==> config.mk <==
export PLATFORM = sky130hd
export DESIGN_NAME = vlc_tx_ctrl_flat
export DESIGN_NICKNAME = d
export VERILOG_FILES = /design/src/rtl/vlc_tx_ctrl_if.sv /design/src/rtl/vlc_tx_ctrl.sv /design/src/flat_wrapper.sv
export SDC_FILE = /design/constraint.sdc
export NUM_CORES = 1
export LEC_CHECK = 0
export BUFFER_PORTS_ARGS = -buffer_cell sky130_fd_sc_hd__buf_2
export CAP_MARGIN = 5
export CORE_UTILIZATION = 58
export DETAILED_ROUTE_END_ITERATION = 12
export PLACE_DENSITY = 0.74
export SYNTH_ARGS = -nofsm -noshare
export SYNTH_HDL_FRONTEND = slang
export SYNTH_SLANG_ARGS = --single-unit
==> constraint.sdc <==
create_clock -name clk_in -period 2.59 [get_ports clk_in]
set_input_delay 0.1295 -clock clk_in [delete_from_list [all_inputs] [get_ports clk_in]]
set_output_delay 0.1295 -clock clk_in [all_outputs]
set_load 0.01 [all_outputs]
==> src/rtl/vlc_tx_ctrl_if.sv <==
// Byte handshake between a requester and vlc_tx_ctrl.
// master drives tx_data/tx_valid and reads tx_ready; slave is the reverse.
interface vlc_tx_ctrl_if;
  logic [7:0] tx_data;
  logic       tx_valid;
  logic       tx_ready;

  modport master (
    output tx_data,
    output tx_valid,
    input  tx_ready
  );

  modport slave (
    input  tx_data,
    input  tx_valid,
    output tx_ready
  );
endinterface

==> src/rtl/vlc_tx_ctrl.sv <==
// OOK serial transmitter for a VLC LED: start(0), 8 data LSB first,
// optional even parity, stop(1); each bit lasts DIV = CLK_HZ/BAUD clocks.
// Ports: clk_in, rst_n (async, active-low), tx (byte handshake, slave),
//   led_out (registered line, 1 = idle), busy, baud_tick (bit boundary).
// Build option: define VLC_TX_PARITY_EN to add the parity bit.
module vlc_tx_ctrl #(
  parameter int CLK_HZ = 100000000,
  parameter int BAUD   = 9600
) (
  input  logic          clk_in,
  input  logic          rst_n,
  vlc_tx_ctrl_if.slave  tx,
  output logic          led_out,
  output logic          busy,
  output logic          baud_tick
);

  localparam int DIV = CLK_HZ / BAUD;
  localparam int CW  = (DIV > 1) ? $clog2(DIV) : 1;
  localparam logic [CW-1:0] LAST = CW'(DIV - 1);

  typedef enum logic [2:0] {
    S_IDLE,
    S_START,
    S_DATA,
`ifdef VLC_TX_PARITY_EN
    S_PARITY,
`endif
    S_STOP
  } state_t;

  state_t        state_q, state_d;
  logic [CW-1:0] cnt_q, cnt_d;
  logic [2:0]    idx_q, idx_d;
  logic [7:0]    sh_q, sh_d;
  logic          led_q, led_d;
  logic          tick;
`ifdef VLC_TX_PARITY_EN
  logic          par_q, par_d;
`endif

  always_ff @(posedge clk_in or negedge rst_n) begin
    if (!rst_n) begin
      state_q <= S_IDLE;
      cnt_q   <= '0;
      idx_q   <= '0;
      sh_q    <= '0;
      led_q   <= 1'b1;
`ifdef VLC_TX_PARITY_EN
      par_q   <= 1'b0;
`endif
    end else begin
      state_q <= state_d;
      cnt_q   <= cnt_d;
      idx_q   <= idx_d;
      sh_q    <= sh_d;
      led_q   <= led_d;
`ifdef VLC_TX_PARITY_EN
      par_q   <= par_d;
`endif
    end
  end

  // led_d is the level of the state being entered, so the line
  // stays registered and changes exactly on the bit boundary edge.
  always_comb begin
    state_d = state_q;
    cnt_d   = cnt_q;
    idx_d   = idx_q;
    sh_d    = sh_q;
    led_d   = led_q;
`ifdef VLC_TX_PARITY_EN
    par_d   = par_q;
`endif
    tick = (state_q != S_IDLE) && (cnt_q == LAST);

    if (state_q != S_IDLE) begin
      cnt_d = tick ? '0 : cnt_q + 1'b1;
    end

    unique case (state_q)
      S_IDLE: begin
        cnt_d = '0;
        led_d = 1'b1;
        if (tx.tx_valid) begin
          sh_d    = tx.tx_data;
          idx_d   = '0;
          led_d   = 1'b0;
          state_d = S_START;
`ifdef VLC_TX_PARITY_EN
          par_d   = ^tx.tx_data;
`endif
        end
      end
      S_START: begin
        if (tick) begin
          idx_d   = '0;
          led_d   = sh_q[0];
          state_d = S_DATA;
        end
      end
      S_DATA: begin
        if (tick) begin
          sh_d = sh_q >> 1;
          if (idx_q == 3'd7) begin
`ifdef VLC_TX_PARITY_EN
            led_d   = par_q;
            state_d = S_PARITY;
`else
            led_d   = 1'b1;
            state_d = S_STOP;
`endif
          end else begin
            idx_d = idx_q + 3'd1;
            led_d = sh_q[1];
          end
        end
      end
`ifdef VLC_TX_PARITY_EN
      S_PARITY: begin
        if (tick) begin
          led_d   = 1'b1;
          state_d = S_STOP;
        end
      end
`endif
      S_STOP: begin
        if (tick) begin
          led_d   = 1'b1;
          state_d = S_IDLE;
        end
      end
      default: begin
        cnt_d   = '0;
        led_d   = 1'b1;
        state_d = S_IDLE;
      end
    endcase
  end

  assign tx.tx_ready = (state_q == S_IDLE);
  assign busy        = (state_q != S_IDLE);
  assign baud_tick   = tick;
  assign led_out     = led_q;

endmodule

==> src/flat_wrapper.sv <==
// flat-port wrapper written by rule: the top's interface ports become plain ports
module vlc_tx_ctrl_flat 
#(
  parameter int CLK_HZ = 100000000,
  parameter int BAUD   = 9600
)
  (clk_in, rst_n, led_out, busy, baud_tick, tx_tx_data, tx_tx_valid, tx_tx_ready);
  vlc_tx_ctrl_if tx_i ();
  input  logic clk_in;
  input  logic rst_n;
  output logic led_out;
  output logic busy;
  output logic baud_tick;
  input wire logic [$bits(tx_i.tx_data)-1:0] tx_tx_data;
  input wire logic [$bits(tx_i.tx_valid)-1:0] tx_tx_valid;
  output wire logic [$bits(tx_i.tx_ready)-1:0] tx_tx_ready;
  assign tx_i.tx_data = tx_tx_data;
  assign tx_i.tx_valid = tx_tx_valid;
  assign tx_tx_ready = tx_i.tx_ready;
  vlc_tx_ctrl #(.CLK_HZ(CLK_HZ), .BAUD(BAUD)) u_core (.clk_in(clk_in), .rst_n(rst_n), .tx(tx_i), .led_out(led_out), .busy(busy), .baud_tick(baud_tick));
endmodule
# Yosys cells after proc, flatten, opt, wreduce, memory -nomap -nowiden
# Index checks and enable logic that the tools add are counted.
dict set report totals {
  reg_bits 29
  in_bits 11
}
dict set report classes {
  addsub 2
  n_eq_ne 12
  n_mux 22
  n_reduce_logical 10
}
# op count
set op_table {}
lappend op_table {{14-bit 2-to-1 mux} 3}
lappend op_table {{3-bit 2-to-1 mux} 8}
lappend op_table {{8-bit 2-to-1 mux} 2}
lappend op_table {{8-bit one-hot mux with 2 select lines} 1}
lappend op_table {{14-bit by 1-bit adder with 14-bit output, second input constant} 1}
lappend op_table {{14-bit == test, second input constant} 1}
lappend op_table {{3-bit one-hot mux with 4 select lines} 1}
lappend op_table {{2-bit != test, second input constant} 5}
lappend op_table {{5-bit AND reduction} 2}
lappend op_table {{3-bit one-hot mux with 3 select lines} 1}
lappend op_table {{3-bit by 2-bit == test with 1-bit output, second input constant} 2}
lappend op_table {{3-bit AND reduction} 2}
lappend op_table {{3-bit nonzero test} 2}
lappend op_table {{1-bit 2-to-1 mux} 5}
lappend op_table {{2-bit by 1-bit != test with 1-bit output, second input constant} 2}
lappend op_table {{1-bit one-hot mux with 4 select lines} 1}
lappend op_table {{3-bit by 1-bit adder with 3-bit output, second input constant} 1}
lappend op_table {{3-bit by 1-bit == test with 1-bit output, second input constant} 1}
lappend op_table {{3-bit == test, second input constant} 1}
lappend op_table {{3-bit logical NOT} 1}
lappend op_table {{3-bit OR reduction} 1}
lappend op_table {{2-bit nonzero test} 1}
lappend op_table {{1-bit logical AND} 1}

# Logic depth before layout (Yosys ltp)
# Gate-level depths: netlist (run 1).
dict set report logic_depth {
  depth_word 5
  depth_mapped 8
}

# Worst setup path after synthesis (run 1)
# Ideal clock, no wire load.
dict set report synth_path {
  path_type {register -> register}
  startpoint {register u_core.state_q[0]}
  endpoint {register u_core.sh_q[0]}
  setup_time_ns 0.126
  t_arrival_ns 1.894
  required_ns 2.464
  path_slack_ns 0.570
  path_stages_with_launch 7
  path_buffers 1
  synth_period_minus_slack_ns 2.020
  path_cell_list {dfrtp_1 inv_1 ha_1 clkbuf_1 mux2i_1 nor2_1 a221o_1}
}
dict set report synth_between {
  word_cells_on_any_way 9
  classes_between {eq/ne (3); mux (1); reduce/logical (5)}
}
# item line
set synth_lines {}
lappend synth_lines {{start: declaration} vlc_tx_ctrl.sv:32} ;# state_t state_q, state_d;
lappend synth_lines {{start signal: assignment} vlc_tx_ctrl.sv:53} ;# state_q <= state_d;
lappend synth_lines {{3-bit logical NOT *} n/a}
lappend synth_lines {{named net tx_tx_ready} flat_wrapper.sv:16} ;# output wire logic [$bits(tx_i.tx_ready)-1:0] tx_tx_ready;
lappend synth_lines {{2-bit != test (no line) / 2-bit nonzero test (equally long branches)} n/a}
lappend synth_lines {{3-bit AND reduction (no line)} n/a}
lappend synth_lines {{end signal: assignment} vlc_tx_ctrl.sv:47} ;# sh_q <= '0;
lappend synth_lines {{end signal: assignment} vlc_tx_ctrl.sv:56} ;# sh_q <= sh_d;
lappend synth_lines {{end: declaration} vlc_tx_ctrl.sv:35} ;# logic [7:0] sh_q, sh_d;
# The timed path passes the listed nets; every way through them passes the cells marked *.
# A chain may end at the register's enable or synchronous reset.

# Worst setup path after layout (run 1)
dict set report layout_path {
  startpoint {register u_core.state_q[0]}
  endpoint {register u_core.idx_q[0]}
}
dict set report layout_between {
  elab_chain_len 4
  word_cells_on_any_way 12
  classes_between {eq/ne (6); mux (1); reduce/logical (5)}
}
# item line
set layout_rtl {}
lappend layout_rtl {{3-bit nonzero test} vlc_tx_ctrl.sv:75} ;# tick = (state_q != S_IDLE) && (cnt_q == LAST);
lappend layout_rtl {{1-bit logical AND} vlc_tx_ctrl.sv:75}
lappend layout_rtl {{2-bit != test (no line)} n/a}
lappend layout_rtl {{5-bit AND reduction (no line)} n/a}
lappend layout_rtl {{end signal: assignment} vlc_tx_ctrl.sv:55} ;# idx_q <= idx_d;
lappend layout_rtl {{end: declaration} vlc_tx_ctrl.sv:34} ;# logic [2:0] idx_q, idx_d;
# Parallel ways exist; a longest one is shown, timed or not.

==> results.md, run 1 <==
* Status: complete, no violations
* YS warnings at 0
* Clock Latency Late Sink at 0.32 ns
* Antenna violations before repair at 0
* CTS tree: built
* Relative slew slack at 0.591
* Crit path max-delay family: simple AND/OR/NAND/NOR gates
* Antenna Nets Post-Route at 0
* P per Cell Area at 930 nW/µm²
* Hold/Removal Path Class: in -> reg
* Remaining DRCs at 0
* Total vias in the final route at 1,235
* Largest net degree at the start of global routing at 29
* Vias in the first global route at 1,069
* Slowest cell delay on critical path at 0.52 ns
* Crit-path cells: inv_1, ha_1, buf_4, inv_1, or4_1, nand4_1
* CP Capture Type: flip-flop
* Register Area at 702 µm²
* Highest Clock Rate at 0.485 GHz
* Final setup viols at 0
* Crit path from: u_core.state_q[0]$_DFFE_PN0P_
* Area of the multi-input gates at 808 µm²
* Core area at 2520 µm²
* Critical Path RT at 2.85 ns
* Die X at 54.2 µm
* Initial Util at 0.626
* DRT iter0 DRCs at 28
* Top cell by count, worst path: inv_1
* Resized cells post-CTS at 0
* Fin. Hold Viols at 0
* Post-CTS setup buffer count at 0
* Comb pwr share at 0.455
* Internal Power at 994 µW
* CP arrival at 2.33 ns
* Gpl congestion at 0.821
* H-tree Lvls at 1
* Startpoint types: flip-flop
* Tot GR Track Use at 0.222
* DIE AREA at 2940 µm²
* Max-slew violations at 0
* Clk network pwr share at 0.129
* I/O Buffers at 14
* Layout area overhead at 10.1%
* RR Endpoint: u_core.idx_q[0]$_DFFE_PN0P_
* Setup TNS at 0 ns
* Filler instances at 212
* Netlist cell types at 35
* Unrepaired setup endpoints after global routing: false
* Crit share post-route at 0.796
* Io pins at 15
* Highest Signal Layer: met4
* WL/cell at 14.2 µm
* Reg power frac at 0.416
* Psw at 624 µW
* Post-DP HPWL at 2.15 mm
* Global-route wire length before repair at 4.72 mm
* Final min period at 2.06 ns
* Switching Fraction at 0.385
* Crit path buf inv count at 3
* Mean post-synth cell area at 9.64 µm²
* Seq/Total Area, Yosys at 0.444
* Hold depth at 2
* DR pass1 iterations at 4
* Reg clk slew, reported paths at 0.14 ns
* Leakage at 0.811 nW
* Final WL at 2.99 mm
* Area fraction of the dominant cell type after synthesis at 0.428
* Fraction of layout cells with a size suffix above 1 at 0.160
* Net count after synthesis at 183
* Worst slew pin tran at 0.613 ns
* Worst R2R Path Depth at 6
* Fin area at 1740 µm²
* Num CTS Buffers at 3
* Max Cap Viol at 0
* Peak supply drop at 0.653 mV
* Met2 wire len at 1.40 mm
* Setup slack, reg-to-reg at 0.53 ns
* Post-placement cell area at 1690 µm²
* Syn Std Cell Area at 1580 µm²
* CP max FO at 16
* Worst hold endpoint: u_core.sh_q[4]$_DFFE_PN0P_
* Antenna Cells at 0
* FF+latch count, synth at 28
* Cell Rows at 18
* Overflow after GRT at 0
* Via density at 5.85
* Routed length on met1 at 1.48 mm
* Clock skew at 0.00438 ns
* Cell taking the most area after synthesis: dfrtp_1
* Worst R2R Start: u_core.state_q[0]$_DFFE_PN0P_
* Clk buf depth at 2
* Die Span Y at 54.2 µm
* Root buffer cell: clkbuf_4
* Synth Instances at 164
* Crit Path Class: reg -> reg
* Routed wl met3 at 72 µm
* # nets final at 201
* Worst path slowest cell: or4_1
* Synth top area cells: dfrtp_1 (43%), ha_1 (6.3%), nand3_1 (5.4%)
* HP Start: tx_tx_data[4]
* Clock sink count at 28
sequential cells by signal, summed over array words and instances (netlist names):
name / cells
u_core.cnt_q: 14
u_core.sh_q: 8
u_core.idx_q: 3
u_core.state_q: 2
u_core.led_out: 1
cell families after synthesis:
group | after synthesis | synth area share
AO/OA/AOI/OAI | 18 | 0.0887
adder cells (fa/ha/maj) | 8 | 0.0633
AND/OR/NAND/NOR | 72 | 0.233
buffers and inverters | 17 | 0.0443
multiplexers | 10 | 0.0657
XOR/XNOR | 11 | 0.0610
flip-flops | 28 | 0.444
power by group through the flow:
stage | logic [mW] | clock network, mW | registers (mW)
2_1_floorplan | 0.557 | 0 | 0.661
3_3_place_gp | 0.719 | 0 | 0.671
3_5_place_dp | 0.736 | 0 | 0.681
4_1_cts | 0.738 | 0.219 | 0.672
5_1_grt | 0.815 | 0.227 | 0.692
6_report | 0.736 | 0.209 | 0.674
cells in the final DEF, fill, tap and decap left out, types with 2 or more instances in the layout:
cell,Yosys,routed
dfrtp_1,27,27
nand3_1,17,17
nor2_1,15,15
nand2_1,15,15
buf_2,2,14
inv_1,10,10
xnor2_1,9,9
ha_1,8,8
mux2i_1,7,7
a221o_1,7,7
nand4_1,6,6
buf_4,1,5
nor3_1,4,4
or3_1,4,4
mux2_2,3,3
o21ai_0,3,3
a21oi_1,3,3
clkbuf_4,0,3
xor2_1,2,2
nand2b_1,2,2
nor4_1,2,2
layer usage:
layer  track usage  up-vias
li1              -      616
met4        0.0897        0
met2         0.335       20
met3        0.0254        2
met1         0.320      597
met5             0        -
worst max-delay path by stage:
| stage | endpoint | cells after the start | slack [ns] |
|---|---|---|---|
| 2_1_floorplan | u_core.sh_q[0]$_DFFE_PN0P_ | 6 | 0.57 |
| 3_3_place_gp | u_core.sh_q[3]$_DFFE_PN0P_ | 8 | 0.64 |
| 3_5_place_dp | u_core.sh_q[2]$_DFFE_PN0P_ | 8 | 0.54 |
| 4_1_cts | u_core.sh_q[4]$_DFFE_PN0P_ | 8 | 0.52 |
| 5_1_grt | u_core.sh_q[5]$_DFFE_PN0P_ | 6 | 0.36 |
| 6_report | u_core.idx_q[0]$_DFFE_PN0P_ | 6 | 0.53 |
Yosys cell counts:
master	n
nor3b_1	1
nor4b_2	1
ha_1	8
nor4_1	2
o22ai_1	1
nand4_1	6
or3_1	4
and4bb_2	1
a221o_1	7
nand3_1	17
and2_1	1
o21ai_0	3
a21oi_1	3
buf_2	2
o32a_1	1
dfstp_2	1
nand3b_1	1
mux2_2	3
and3_1	1
buf_1	1
nand2b_1	2
a22o_1	1
nor2_1	15
a22oi_1	1
a21o_1	1
nand2_1	15
dfrtp_1	27
inv_1	10
or4_1	1
nor3_1	4
xnor2_1	9
clkbuf_1	3
mux2i_1	7
xor2_1	2
buf_4	1
final cells by class:
cell class                      instances  area share
Tap cell                               30      0.0216
Clock buffer                            4      0.0209
Sequential cell                        28       0.404
Timing Repair Buffer                   20      0.0676
Multi-Input combinational cell        119       0.465
Inverter                               10      0.0216
what timing repair did:
| item | CTS | global route |
|---|---|---|
| setup endpoints to repair | 0 | 0 |
| hold endpoints to repair | 27 | 0 |
| hold buffers | 1 | 0 |
stage by stage:
step	hold slack, ns	std cells	power [mW]	worst slack [ns]	util
4_1_cts	0.0182	211	1.63	0.524	0.689
3_5_place_dp	0.180	206	1.42	0.536	0.671
2_1_floorplan	-0.166	164	1.22	0.570	-
5_1_grt	0.0149	211	1.73	0.363	0.689
3_3_place_gp	0.172	206	1.39	0.639	0.671
6_report	0.0314	211	1.62	0.527	0.689
(Power assumes the default switching activity.)
==> run 2, diff against run 1 <==
ABC_AREA = 1   (was default)
clock period = 1.9 ns   (was 2.59 ns; I/O delays follow)
==> results.md, run 2 <==
* Final min period at 1.81 ns (-0.252 ns)
* Root buffer cell: clkbuf_4
* P per Cell Area at 1260 nW/µm² (+35%)
* Post-DP HPWL at 2.54 mm (+19%)
* Top cell by count, worst path: nand2_1
* Regs by FF count: u_core.cnt_q: 14 flops, u_core.sh_q: 8 flops, u_core.idx_q: 3 flops
* Filler instances at 234 (+10%)
* Peak supply drop at 0.937 mV (+44%)
* Overflow after GRT at 0 (unchanged)
* Placed Cells incl. Taps at 270 (+31%)
* Vias in the first global route at 1,454 (+36%)
* Area fraction of the dominant cell type after synthesis at 0.403 (-0.0246)
* Num CTS Buffers at 3 (unchanged)
* Net count after synthesis at 243 (+33%)
* Crit Path Class: reg -> reg
* Synth top cells by count: nand2_1 (81), dfrtp_1 (27), nor2_1 (24)
* Post-synth EDFFs at 0 (unchanged)
* DR pass1 iterations at 4 (unchanged)
* Crit path max-delay family: simple AND/OR/NAND/NOR gates
* Clk buf depth at 2 (unchanged)
* Via density at 5.31 (-9.3%)
* Fin area at 1850 µm² (+6.5%)
* Critical Path RT at 2.11 ns (-0.74 ns)
* Setup TNS at 0 ns (unchanged)
* Remaining DRCs at 0 (unchanged)
* Syn Std Cell Area at 1680 µm² (+6.1%)
* DIE AREA at 3110 µm² (+5.9%)
* Fin. Hold Viols at 0 (unchanged)
* DRT iter0 DRCs at 67 (+140%)
* Unrepaired setup endpoints after global routing: false
* Layout area overhead at 10.5%
* H-tree Lvls at 1 (unchanged)
* Startpoint types: flip-flop
* Antenna Cells at 0 (unchanged)
* Worst slew pin tran at 0.623 ns (+0.0102 ns)
* Status: complete, no violations
* Layout Cells excl Fill at 278 (+32%)
* CP arrival at 2.03 ns (-0.30 ns)
* Worst path slowest cell: dfrtp_1
* Count leader, synth: nand2_1
* Crit share post-route at 0.953 (+0.157)
* Most common flop cell mapped by yosys: dfrtp_1
* Cell Rows at 19 (+1)
* Slowest cell delay on critical path at 0.44 ns (-0.08 ns)
* Max-slew violations at 0 (unchanged)
* Cell taking the most area after synthesis: dfrtp_1
* I/O Buffers at 14 (unchanged)
* Seq/Total Area, Yosys at 0.419 (-0.0255)
* Clock Latency Late Sink at 0.32 ns (about the same)
* Power, Total at 2.33 mW (+44%)
* CP max FO at 6 (-10)
* Leakage at 0.971 nW (+20%)
* Core area at 2760 µm² (+9.3%)
* Commonest cells after routing, fill and taps aside: nand2_1 (81), dfrtp_1 (27), nor2_1 (24)
* FFs w/ async S/R, synth at 1.00 (unchanged)
* Initial Util at 0.608 (-0.0185)
* Crit path buf inv count at 1 (-2)
* # nets final at 267 (+33%)
* Final setup viols at 0 (unchanged)
* CTS tree: built
* Relative slew slack at 0.585 (-0.00678)
* Fraction of layout cells with a size suffix above 1 at 0.178 (+0.0179)
* Total vias in the final route at 1,476 (+20%)
* FF+latch count, synth at 28 (unchanged)
* WL/cell at 12.3 µm (-13%)
* Global-route wire length before repair at 5.90 mm (+25%)
* Hold/Removal Path Class: in -> reg
* Register Area at 702 µm² (unchanged)
* Crit-path cells: buf_4, ha_1, or2_0, or2_1, nand2_2, nand2_1, nand2_1, nand2_1
* Post-placement cell area at 1790 µm² (+5.8%)
* Die X at 55.8 µm (+2.9%)
* Commonest non-fill, non-tap cell in the layout: nand2_1
* Clock skew at 0.00550 ns (+0.00112 ns)
* Synth top area cells: dfrtp_1 (40%), nand2_1 (18%), ha_1 (6.0%)
* Final WL at 3.43 mm (+15%)
* CP Capture Type: flip-flop
* Synth Instances at 224 (+37%)
* Antenna violations before repair at 0 (unchanged)
* Largest net degree at the start of global routing at 29 (unchanged)
* YS warnings at 0 (unchanged)
* Gpl congestion at 0.865 (+5.3%)
* Clock sink count at 28 (unchanged)
* Max Cap Viol at 0 (unchanged)
* Netlist cell types at 28 (-20%)
* Largest register by flop count: u_core.cnt_q
* Mean post-synth cell area at 7.48 µm² (-22%)
* Tot GR Track Use at 0.239 (+0.0167)
* Area of the multi-input gates at 862 µm² (+6.7%)
* Highest Clock Rate at 0.552 GHz (+14%)
* Reg clk slew, reported paths at 0.14 ns (about the same)
* Io pins at 15 (unchanged)
* Max FFs per register at 14 (unchanged)
* Antenna Nets Post-Route at 0 (unchanged)
* Die Span Y at 55.8 µm (+2.9%)
==> run 2: cell types whose count changed after synthesis, moves of 3 or more <==
cell,previous run,this run
nand2_1,15,81
inv_1,10,21
nor2_1,15,24
a221o_1,7,0
mux2i_1,7,0
xnor2_1,9,2
nor2_2,0,5
nand2_2,0,4
or3_1,4,0
clkbuf_1,3,0
mux2_2,3,0
o21ai_0,3,0
==> run 2: logic make-up after synthesis <==
family | count (synthesis) | synth area share
buffers and inverters | 27 | 0.0687
adders and majority gates | 8 | 0.0597
and+or+nand+nor | 153 | 0.422
DFF | 28 | 0.419
xor gates and xnor gates | 3 | 0.0157
AOI/OAI and AO/OA | 5 | 0.0157
==> run 2: cell type report <==
| class | instances | share of cell area |
|---|---|---|
| clock buffer | 4 | 0.0142 |
| inverter | 25 | 0.0533 |
| multi-input combinational | 169 | 0.465 |
| sequential | 28 | 0.379 |
| tap | 31 | 0.0209 |
| timing repair buffer | 21 | 0.0675 |
==> run 2: per-stage QoR <==
step / hold slack (ns) / setup WS [ns] / util
3_3_place_gp: 0.140 / 0.286 / 0.650
2_1_floorplan: -0.201 / 0.297 / -
5_1_grt: 0.00513 / 0.00322 / 0.672
3_5_place_dp: 0.152 / 0.192 / 0.650
4_1_cts: 0.00530 / 0.0259 / 0.663
6_report: 0.0224 / 0.0891 / 0.672
==> run 2: power breakdown <==
| part | total, mW | switching (mW) | internal (mW) |
|---|---|---|---|
| Clock | 0.249 | 0.167 | 0.0821 |
| Combinational | 1.21 | 0.761 | 0.445 |
| Sequential | 0.880 | 0.114 | 0.766 |
==> run 2: repair_timing <==
action                                  CTS  global route
gates resized for setup                   0             1
buffers inserted                          0             3
endpoints found under the hold margin    27             0
hold buffers                              1             0
endpoints found under the setup margin    0             1
==> run 2: final timing paths <==
| kind | from | to | slack [ns] | cells after the start |
|---|---|---|---|---|
| worst max-delay path | u_core.state_q[1]$_DFFE_PN0P_ | u_core.state_q[1]$_DFFE_PN0P_ | 0.09 | 8 |
| worst min-delay path | tx_tx_data[7] | u_core.sh_q[7]$_DFFE_PN0P_ | 0.02 | 3 |
| worst max register to register | u_core.state_q[1]$_DFFE_PN0P_ | u_core.state_q[1]$_DFFE_PN0P_ | 0.09 | 8 |
| worst min register to register | u_core.sh_q[5]$_DFFE_PN0P_ | u_core.sh_q[5]$_DFFE_PN0P_ | 0.50 | 2 |
| max in group asynchronous | rst_n | u_core.sh_q[1]$_DFFE_PN0P_ | 1.20 | 2 |
| min in group asynchronous | rst_n | u_core.cnt_q[11]$_DFFE_PN0P_ | 0.30 | 2 |
==> run 2: worst min-delay path, cell delays in order <==
cell	delay, ns
buf_2	0.10
nand4_1	0.08
nand2_1	0.05
==> run 2: metal layers <==
metal	part of all wire	track usage	wire length, µm
met1	0.42	0.285	1440
met2	0.53	0.435	1810
met3	0.036	0.0279	122
met4	0.018	0.0964	63
met5	0	0	0
